<file path="src/rtl/sam_mem_pkg.sv">
// Shared types and defaults for the SAM/CPU single-port RAM arbiter.
package sam_mem_pkg;

  localparam int unsigned MEM_WORDS_DEF = 16384;

  typedef enum logic [1:0] {
    OWN_NONE = 2'd0,
    OWN_CPU  = 2'd1,
    OWN_SAM  = 2'd2
  } owner_e;

  typedef enum logic {
    ST_IDLE = 1'b0,
    ST_RESP = 1'b1
  } state_e;

  typedef struct packed {
    logic [31:0] addr;
    logic [31:0] wdata;
    logic [3:0]  wstrb;
  } mem_req_t;

endpackage

</file>
<file path="src/rtl/sam_mem_range_chk.sv">
// Maps a byte address to a RAM word index and flags addresses past the end of RAM.
module sam_mem_range_chk
  import sam_mem_pkg::*;
#(
  parameter int unsigned MEM_WORDS = MEM_WORDS_DEF,
  parameter int unsigned AW        = $clog2(MEM_WORDS)
) (
  input  logic [31:0]   addr,
  output logic          in_range,
  output logic [AW-1:0] word_idx
);

  logic [29:0] idx_full;
  logic        unused_bits;

  assign idx_full    = addr[31:2];
  assign in_range    = 32'(idx_full) < 32'(MEM_WORDS);
  assign word_idx    = idx_full[AW-1:0];
  assign unused_bits = ^addr[1:0];

endmodule

</file>
<file path="src/rtl/sam_mem_arbiter.sv">
// Single-port RAM shared by a SAM engine (absolute priority, no backpressure)
// and a picorv32-style CPU bus; also tracks out-of-range accesses and CPU stalls.
module sam_mem_arbiter
  import sam_mem_pkg::*;
#(
  parameter int unsigned MEM_WORDS = MEM_WORDS_DEF,
  parameter int unsigned CNT_W     = 16
) (
  input  logic                         Clk,
  input  logic                         Rst,
  input  logic                         cpu_mem_valid,
  input  logic [31:0]                  cpu_mem_addr,
  input  logic [31:0]                  cpu_mem_wdata,
  input  logic [3:0]                   cpu_mem_wstrb,
  output logic                         cpu_mem_ready,
  output logic [31:0]                  cpu_mem_rdata,
  input  logic                         mem_en_SAM,
  input  logic [31:0]                  mem_addr_SAM,
  input  logic [31:0]                  mem_wdata_SAM,
  input  logic [3:0]                   mem_wstrb_SAM,
  output logic [31:0]                  mem_rdata_SAM,
  output logic                         ram_en,
  output logic [3:0]                   ram_we,
  output logic [$clog2(MEM_WORDS)-1:0] ram_addr,
  output logic [31:0]                  ram_wdata,
  input  logic [31:0]                  ram_rdata,
  output logic                         err,
  output logic [31:0]                  err_addr,
  input  logic                         err_clr,
  output logic [CNT_W-1:0]             cpu_stall_cnt
);

  localparam int unsigned AW = $clog2(MEM_WORDS);

  state_e         state_q, state_d;
  owner_e         owner_q, owner_d;
  logic           oor_q, oor_d;
  mem_req_t       cpu_req, sam_req;
  logic           cpu_in, sam_in;
  logic [AW-1:0]  cpu_idx, sam_idx;
  logic           cpu_gnt, sam_gnt;
  logic           sam_oor, cpu_oor, new_err;
  logic [31:0]    new_addr;
  logic           stall_inc;

  assign cpu_req = '{addr: cpu_mem_addr, wdata: cpu_mem_wdata, wstrb: cpu_mem_wstrb};
  assign sam_req = '{addr: mem_addr_SAM, wdata: mem_wdata_SAM, wstrb: mem_wstrb_SAM};

  sam_mem_range_chk #(.MEM_WORDS(MEM_WORDS), .AW(AW)) u_cpu_chk (
    .addr     (cpu_req.addr),
    .in_range (cpu_in),
    .word_idx (cpu_idx)
  );

  sam_mem_range_chk #(.MEM_WORDS(MEM_WORDS), .AW(AW)) u_sam_chk (
    .addr     (sam_req.addr),
    .in_range (sam_in),
    .word_idx (sam_idx)
  );

  // SAM wins every cycle it pulses; CPU only gets the port from IDLE.
  assign sam_gnt = mem_en_SAM;
  assign cpu_gnt = !mem_en_SAM && cpu_mem_valid && (state_q == ST_IDLE);

  // RAM port mux; out-of-range grants complete without touching the RAM.
  always_comb begin
    ram_en    = 1'b0;
    ram_we    = 4'b0;
    ram_addr  = '0;
    ram_wdata = '0;
    if (Rst) begin
      if (sam_gnt) begin
        ram_en    = sam_in;
        ram_we    = sam_in ? sam_req.wstrb : 4'b0;
        ram_addr  = sam_idx;
        ram_wdata = sam_req.wdata;
      end else if (cpu_gnt) begin
        ram_en    = cpu_in;
        ram_we    = cpu_in ? cpu_req.wstrb : 4'b0;
        ram_addr  = cpu_idx;
        ram_wdata = cpu_req.wdata;
      end
    end
  end

  always_ff @(posedge Clk or negedge Rst) begin
    if (!Rst) state_q <= ST_IDLE;
    else      state_q <= state_d;
  end

  always_comb begin
    state_d = state_q;
    case (state_q)
      ST_IDLE: if (cpu_gnt) state_d = ST_RESP;
      ST_RESP: state_d = ST_IDLE;
      default: state_d = ST_IDLE;
    endcase
  end

  always_comb begin
    cpu_mem_ready = 1'b0;
    cpu_mem_rdata = '0;
    if (state_q == ST_RESP) begin
      cpu_mem_ready = 1'b1;
      if ((owner_q == OWN_CPU) && !oor_q) cpu_mem_rdata = ram_rdata;
    end
  end

  // Owner tag steers next cycle's ram_rdata to whoever issued the read.
  always_comb begin
    owner_d = OWN_NONE;
    oor_d   = 1'b0;
    if (sam_gnt && (sam_req.wstrb == 4'b0)) begin
      owner_d = OWN_SAM;
      oor_d   = !sam_in;
    end else if (cpu_gnt && (cpu_req.wstrb == 4'b0)) begin
      owner_d = OWN_CPU;
      oor_d   = !cpu_in;
    end
  end

  always_ff @(posedge Clk or negedge Rst) begin
    if (!Rst) begin
      owner_q <= OWN_NONE;
      oor_q   <= 1'b0;
    end else begin
      owner_q <= owner_d;
      oor_q   <= oor_d;
    end
  end

  always_ff @(posedge Clk or negedge Rst) begin
    if (!Rst)                    mem_rdata_SAM <= '0;
    else if (owner_q == OWN_SAM) mem_rdata_SAM <= oor_q ? 32'h0 : ram_rdata;
  end

  assign sam_oor  = sam_gnt && !sam_in;
  assign cpu_oor  = cpu_gnt && !cpu_in;
  assign new_err  = sam_oor || cpu_oor;
  assign new_addr = sam_oor ? sam_req.addr : cpu_req.addr;

  // First error is sticky; a fresh error in the clear cycle re-arms with its address.
  always_ff @(posedge Clk or negedge Rst) begin
    if (!Rst) begin
      err      <= 1'b0;
      err_addr <= '0;
    end else if (new_err && (err_clr || !err)) begin
      err      <= 1'b1;
      err_addr <= new_addr;
    end else if (err_clr) begin
      err      <= 1'b0;
      err_addr <= '0;
    end
  end

  assign stall_inc = cpu_mem_valid && (state_q == ST_IDLE) && mem_en_SAM;

  always_ff @(posedge Clk or negedge Rst) begin
    if (!Rst) cpu_stall_cnt <= '0;
    else if (stall_inc && (cpu_stall_cnt != {CNT_W{1'b1}}))
      cpu_stall_cnt <= cpu_stall_cnt + CNT_W'(1);
  end

endmodule
</file>
<file path="config.mk">
export PLATFORM = sky130hd
export DESIGN_NAME = sam_mem_arbiter
export DESIGN_NICKNAME = d
export VERILOG_FILES = /design/src/rtl/sam_mem_pkg.sv /design/src/rtl/sam_mem_range_chk.sv /design/src/rtl/sam_mem_arbiter.sv
export SDC_FILE = /design/constraint.sdc
export NUM_CORES = 1
export LEC_CHECK = 0
export BUFFER_PORTS_ARGS = -buffer_cell sky130_fd_sc_hd__buf_2
export CAP_MARGIN = 20
export CORE_AREA = 2 2 130 132
export CTS_CLUSTER_DIAMETER = 40
export DETAILED_ROUTE_END_ITERATION = 10
export DIE_AREA = 0 0 132 134
export GPL_TIMING_DRIVEN = 1
export PLACE_DENSITY_LB_ADDON = 0.05
export REMOVE_ABC_BUFFERS = 1
export SETUP_SLACK_MARGIN = 0.05
export SLEW_MARGIN = 40
export SYNTH_ARGS = -nofsm -noshare
export SYNTH_HDL_FRONTEND = slang
export SYNTH_HIERARCHICAL = 1
export SYNTH_SLANG_ARGS = --single-unit
</file>
<file path="constraint.sdc">
create_clock -name Clk -period 5.1 [get_ports Clk]
set_input_delay 0.255 -clock Clk [delete_from_list [all_inputs] [get_ports Clk]]
set_output_delay 0.255 -clock Clk [all_outputs]
set_load 0.02 [all_outputs]
</file>
Yosys cells after proc, flatten, opt, wreduce, memory -nomap -nowiden
Cells that the tools add are included.
Storage, ports and cells
  flip-flop bits (word level): 85
  bits of input ports: 173
  output and inout bits: 165
  word-level logic and storage cells: 64
Cells by class
  add/sub/neg operators: 1
  magnitude comparators: 2
  equal/unequal tests: 3
  multiplexer cells: 29
  bitwise logic cells: 1
  reduce and logical (&&, ||, !) cells: 21
Operators with widths (number)
  2-to-1 mux 32 bit: 9
  less-than comparator 30 x 15 -> 1 bit, second input constant: 2
  2-to-1 mux 14 bit: 3
  2-to-1 mux 4 bit: 5
  adder 16 x 1 -> 16 bit, second input constant: 1
  inequality test 16 bit, second input constant: 1
  logical AND 1 bit: 11
  2-to-1 mux 1 bit: 10
  zero test 4 bit: 2
  zero test 1 bit: 5
  == test 2 x 1 -> 1 bit, second input constant: 1
  == test 2 bit, second input constant: 1
  logical OR 1 bit: 2
  2-to-1 mux 2 bit: 1
  case mux 1 bit (2 select lines): 1
  nonzero test 2 bit: 1
  inverter 1 bit: 1

Logic depth before layout (Yosys ltp)
  depth in word-level cells: 7
  mapped depth: 9
  gate-level depth less buffers: 7

Cells and area by module
Netlist, hierarchy kept.
Modules (own cells, without submodules)
  sam_mem_arbiter: times used 1, cells an instance 527, area an instance 4868.4 sq um, seq. area each 2127.0 sq um
  sam_mem_range_chk: times used 2, cells an instance 19, area an instance 138.9 sq um, seq. area each 0.0 sq um

Least setup slack after synthesis
OpenSTA, ideal clock, no wires.
  path type: input to register
  start point: in mem_addr_SAM[24]
  end point: reg err_addr[0]
  setup time: 0.133 ns
  arrival: 1.704 ns
  required time: 4.967 ns
  path slack: 3.263 ns
  stages on the path: 7
  buffers on the path: 2
  path through: nor4_1 -> and4_1 -> or2b_1 -> buf_2 -> clkbuf_1 -> mux2i_1 -> o21ai_0
Between the ends
  word-level cells in the longest chain between the ends: 6
  elaborated cells between the ends (all ways): 8
  those cells by class: 1 x order compare; 2 x mux; 5 x reduce/logical
RTL lines
  start, declared: RTL line sam_mem_arbiter.sv:18  | input logic [31:0] mem_addr_SAM,
  less-than comparator 30 x 15 -> 1 bit (*): RTL line sam_mem_range_chk.sv:17  | assign in_range = 32'(idx_full) < 32'(MEM_WORDS);
  via sam_in: RTL line sam_mem_arbiter.sv:39  | logic cpu_in, sam_in;
  zero test 1 bit (*): RTL line sam_mem_arbiter.sv:137  | assign sam_oor = sam_gnt && !sam_in;
  logical AND 1 bit (*): RTL line sam_mem_arbiter.sv:137
  logical OR 1 bit: RTL line sam_mem_arbiter.sv:139  | assign new_err = sam_oor || cpu_oor;
  logical AND 1 bit: RTL line sam_mem_arbiter.sv:147  | end else if (new_err && (err_clr || !err)) begin
  2-to-1 mux 32 bit / nonzero test 2 bit (equally long branches)
  end signal, assigned: RTL line sam_mem_arbiter.sv:149  | err_addr <= new_addr;
  end, declared: RTL line sam_mem_arbiter.sv:28  | output logic [31:0] err_addr,
Mark *: on every way through the listed nets, which the timed path passes. The rest lies on a longest branch.
A chain may end at the register's enable or synchronous reset.

Worst setup path in the final report
  start point: reg state_q
  end point: out ram_wdata[27]
Between the ends
  word-level cells in the longest chain between the ends: 5
RTL lines
  start, declared: RTL line sam_mem_arbiter.sv:35  | state_e state_q, state_d;
  start signal, assigned: RTL line sam_mem_arbiter.sv:88  | else state_q <= state_d;
  inverter 1 bit
  logical AND 1 bit: RTL line sam_mem_arbiter.sv:63  | assign cpu_gnt = !mem_en_SAM && cpu_mem_valid && (state_q == ST_IDLE);
  2-to-1 mux 32 bit: RTL line sam_mem_arbiter.sv:77  | end else if (cpu_gnt) begin
  2-to-1 mux 32 bit: RTL line sam_mem_arbiter.sv:72  | if (sam_gnt) begin
  2-to-1 mux 32 bit: RTL line sam_mem_arbiter.sv:71  | if (Rst) begin
  end, declared: RTL line sam_mem_arbiter.sv:25  | output logic [31:0] ram_wdata,
No other way between the ends.

==> results.md <==
* Status: completed
* Clk sink count at 85
* Initial Util at 31.6%
* Post-CTS setup buffers at 0
* GPL Wtd Cong at 0.826
* DRT iter0 DRCs at 219
* Die Y at 134 µm
* Slew Limit Fails at 0
* CP required at 4.85 ns
* Achievable Freq at 402 MHz
* Skew-Pair Late Insertion Delay at 0.34 ns
* Largest net degree at the start of global routing at 65
* CTS-repair resized insts at 0
* RSZ-0062 raised after global routing: false
* Max Clock Skew at 0.0111 ns
* Setup TNS at 0 ns
* CTS tree: built
* Area grow syn2layout at 38.5%
* Total Power at 2.23 mW
* Commonest non-fill, non-tap cells in the layout: buf_2, dfrtp_1, o21ai_0
* Initial DRT Pass Iterations at 5
* CTS Hold Bufs at 1
* Maximum vdd drop at 0.164 mV
* Std cell rows at 47
* Setup crit start: state_q
* Dominant synthesized flop cell: dfrtp_1
* Num CTS Buffers at 9
* Worst-path clk slew at 0.06 ns
* Clock Tree Root: clkbuf_16
* Ys async rst share at 100%
* CP startpoint kind: flip-flop
* DIE WIDTH at 132 µm
* # nets final at 1022
* Synthesized area at 5150 µm²
* Crit path kind: reg2out
* Most common cell after layout, fill and taps aside: buf_2
* Pre-CTS setup slack at 2.74 ns
* Fill cells at 1676
* Crit path DAT at 2.23 ns
* Synth Instances at 565
* Core ar. at 16300 µm²
* # DRC at 0
* Yosys reg bits at 85
* # port buffers at 337
* Fin crit share at 48.8%
* Routed WL per cell at 15.8 µm
* MaxCap Viol Count at 0
* Routed via count at 5045
* I/O pin total at 338
* Share of layout cells above drive strength 1 at 43.1%
* Unique masters post-synth at 34
* Sequential area share after synthesis at 41.3%
* Final Hold Violating Endpoints at 0
* Crit path capture type: primary output
* Global-route wire length before repair at 26300 µm
* WL final at 17000 µm
* Finish-stage setup viols at 0
* Ys Warns at 6
* Hold Crit Class: in2reg
* Leak at 3.78 nW
* Worst-case clock buffer depth at 2
* Slew margin rel. at 55.9%
* WHS at 0.168 ns
* Number of enable flip-flop cells after synthesis at 0
* GR Util All Layers at 18.6%
* Reg2reg start: state_q
* Post-detail-place hpwl at 12900 µm
* Post-synthesis average cell area at 9.11 µm²
* ANT cells at 0
* Slew at the pin closest to its max-slew limit at 0.652 ns
* Post-Place Cells at 1056
* CP Max Fanout at 34
* Routed vias/inst at 4.70
* Final worst slack at 2.61 ns
* Post-route ant nets at 0
* Period minus WS final at 2.49 ns
* Initial antenna violation count at 1
* Final Non-Filler Cells at 1073
* GRT Residual Overflow at 0
* Number of global-route vias before repair at 4985
* Pwr Density at 313 nW/µm²
* Total die area at 17700 µm²
* Hold_sp: ram_rdata[1]
* # H-tree levels at 3
-- synthesized netlist by cell type, types with 2 or more instances --
cell type / number / area share [%]
clkbuf_1: 35 / 2.6
nand2b_1: 35 / 4.3
and2_1: 32 / 3.9
mux2i_1: 36 / 7.0
a22oi_1: 46 / 6.7
nand3b_1: 32 / 4.7
dfrtp_1: 85 / 41
nor3_1: 3 / 0.29
inv_1: 9 / 0.66
nand4_1: 3 / 0.36
xnor2_1: 8 / 1.4
xor2_1: 6 / 1.0
buf_2: 7 / 0.68
and4_1: 2 / 0.34
nand2_1: 41 / 3.0
o21ai_0: 65 / 6.3
nor2_1: 10 / 0.73
nor2b_1: 46 / 5.6
nor4_1: 14 / 1.7
buf_4: 29 / 4.2
nand3_1: 8 / 0.78
-- cells by family (layout without fill, tap and decap cells) --
family | Yosys count | count (layout) | synth area share [%]
buffers and inverters | 80 | 368 | 8.12
multiplexers | 37 | 37 | 7.22
XOR/XNOR | 14 | 14 | 2.38
flip-flops | 85 | 85 | 41.3
AO/OA/AOI/OAI | 117 | 117 | 14.0
adder cells (fa/ha/maj) | 1 | 1 | 0.243
AND/OR/NAND/NOR | 231 | 231 | 26.7
-- area by class of cell --
cell class                 count  area [µm²]  share of cell area [%]
inverter                       9        33.8                   0.474
sequential                    85        2130                    29.9
timing repair buffer         343        1740                    24.4
clock buffer                  10         239                    3.35
clock inverter                 6        70.1                   0.983
multi-input combinational    400        2640                    37.1
tap                          220         275                    3.86
-- worst max-delay path, cell delays in order (launching register included) --
cell and delay [ns]:
dfrtp_1 0.46, nor3_4 0.50, buf_4 0.46, a22oi_1 0.15, nor2b_1 0.14, buf_2 0.17
-- state kept, by name, indices dropped and copies added (netlist names) --
register       flops
mem_rdata_SAM     32
cpu_stall_cnt     16
err                1
err_addr          32
oor_q              1
owner_q            2
state_q            1
-- routing by layer --
metal	vias up	GRT usage, %	wire length (µm)
met5	-	0	0
met4	0	6.52	295
met3	20	6.12	1450
met2	204	30.8	8070
met1	2324	22.8	7190
li1	2497	-	-
-- metrics by stage --
step,instance area [µm²],utilization [%]
2_1_floorplan,4760,-
3_3_place_gp,6780,41.6
3_5_place_dp,6810,41.8
4_1_cts,7130,43.8
5_1_grt,7130,43.8
6_report,7130,43.8
-- path summary, 6_finish.rpt --
kind                                      to  slack [ns]  depth (start not counted)
max in group asynchronous  mem_rdata_SAM[21]        3.63                          3
max                            ram_wdata[27]        2.61                          5
min                         mem_rdata_SAM[1]        0.17                          3
min in group asynchronous  mem_rdata_SAM[26]        0.48                          2
min reg2reg                mem_rdata_SAM[15]        0.47                          2
max reg2reg                     err_addr[16]        3.06                          4
-- power breakdown --
part / switching [mW] / leakage [nW] / total (mW) / internal (mW)
Combinational: 0.425 / 2.59 / 0.672 / 0.247
Sequential: 0.0787 / 1.05 / 0.872 / 0.793
Clock: 0.289 / 0.141 / 0.684 / 0.396
No activity file was read; power rests on OpenSTA's default activity.
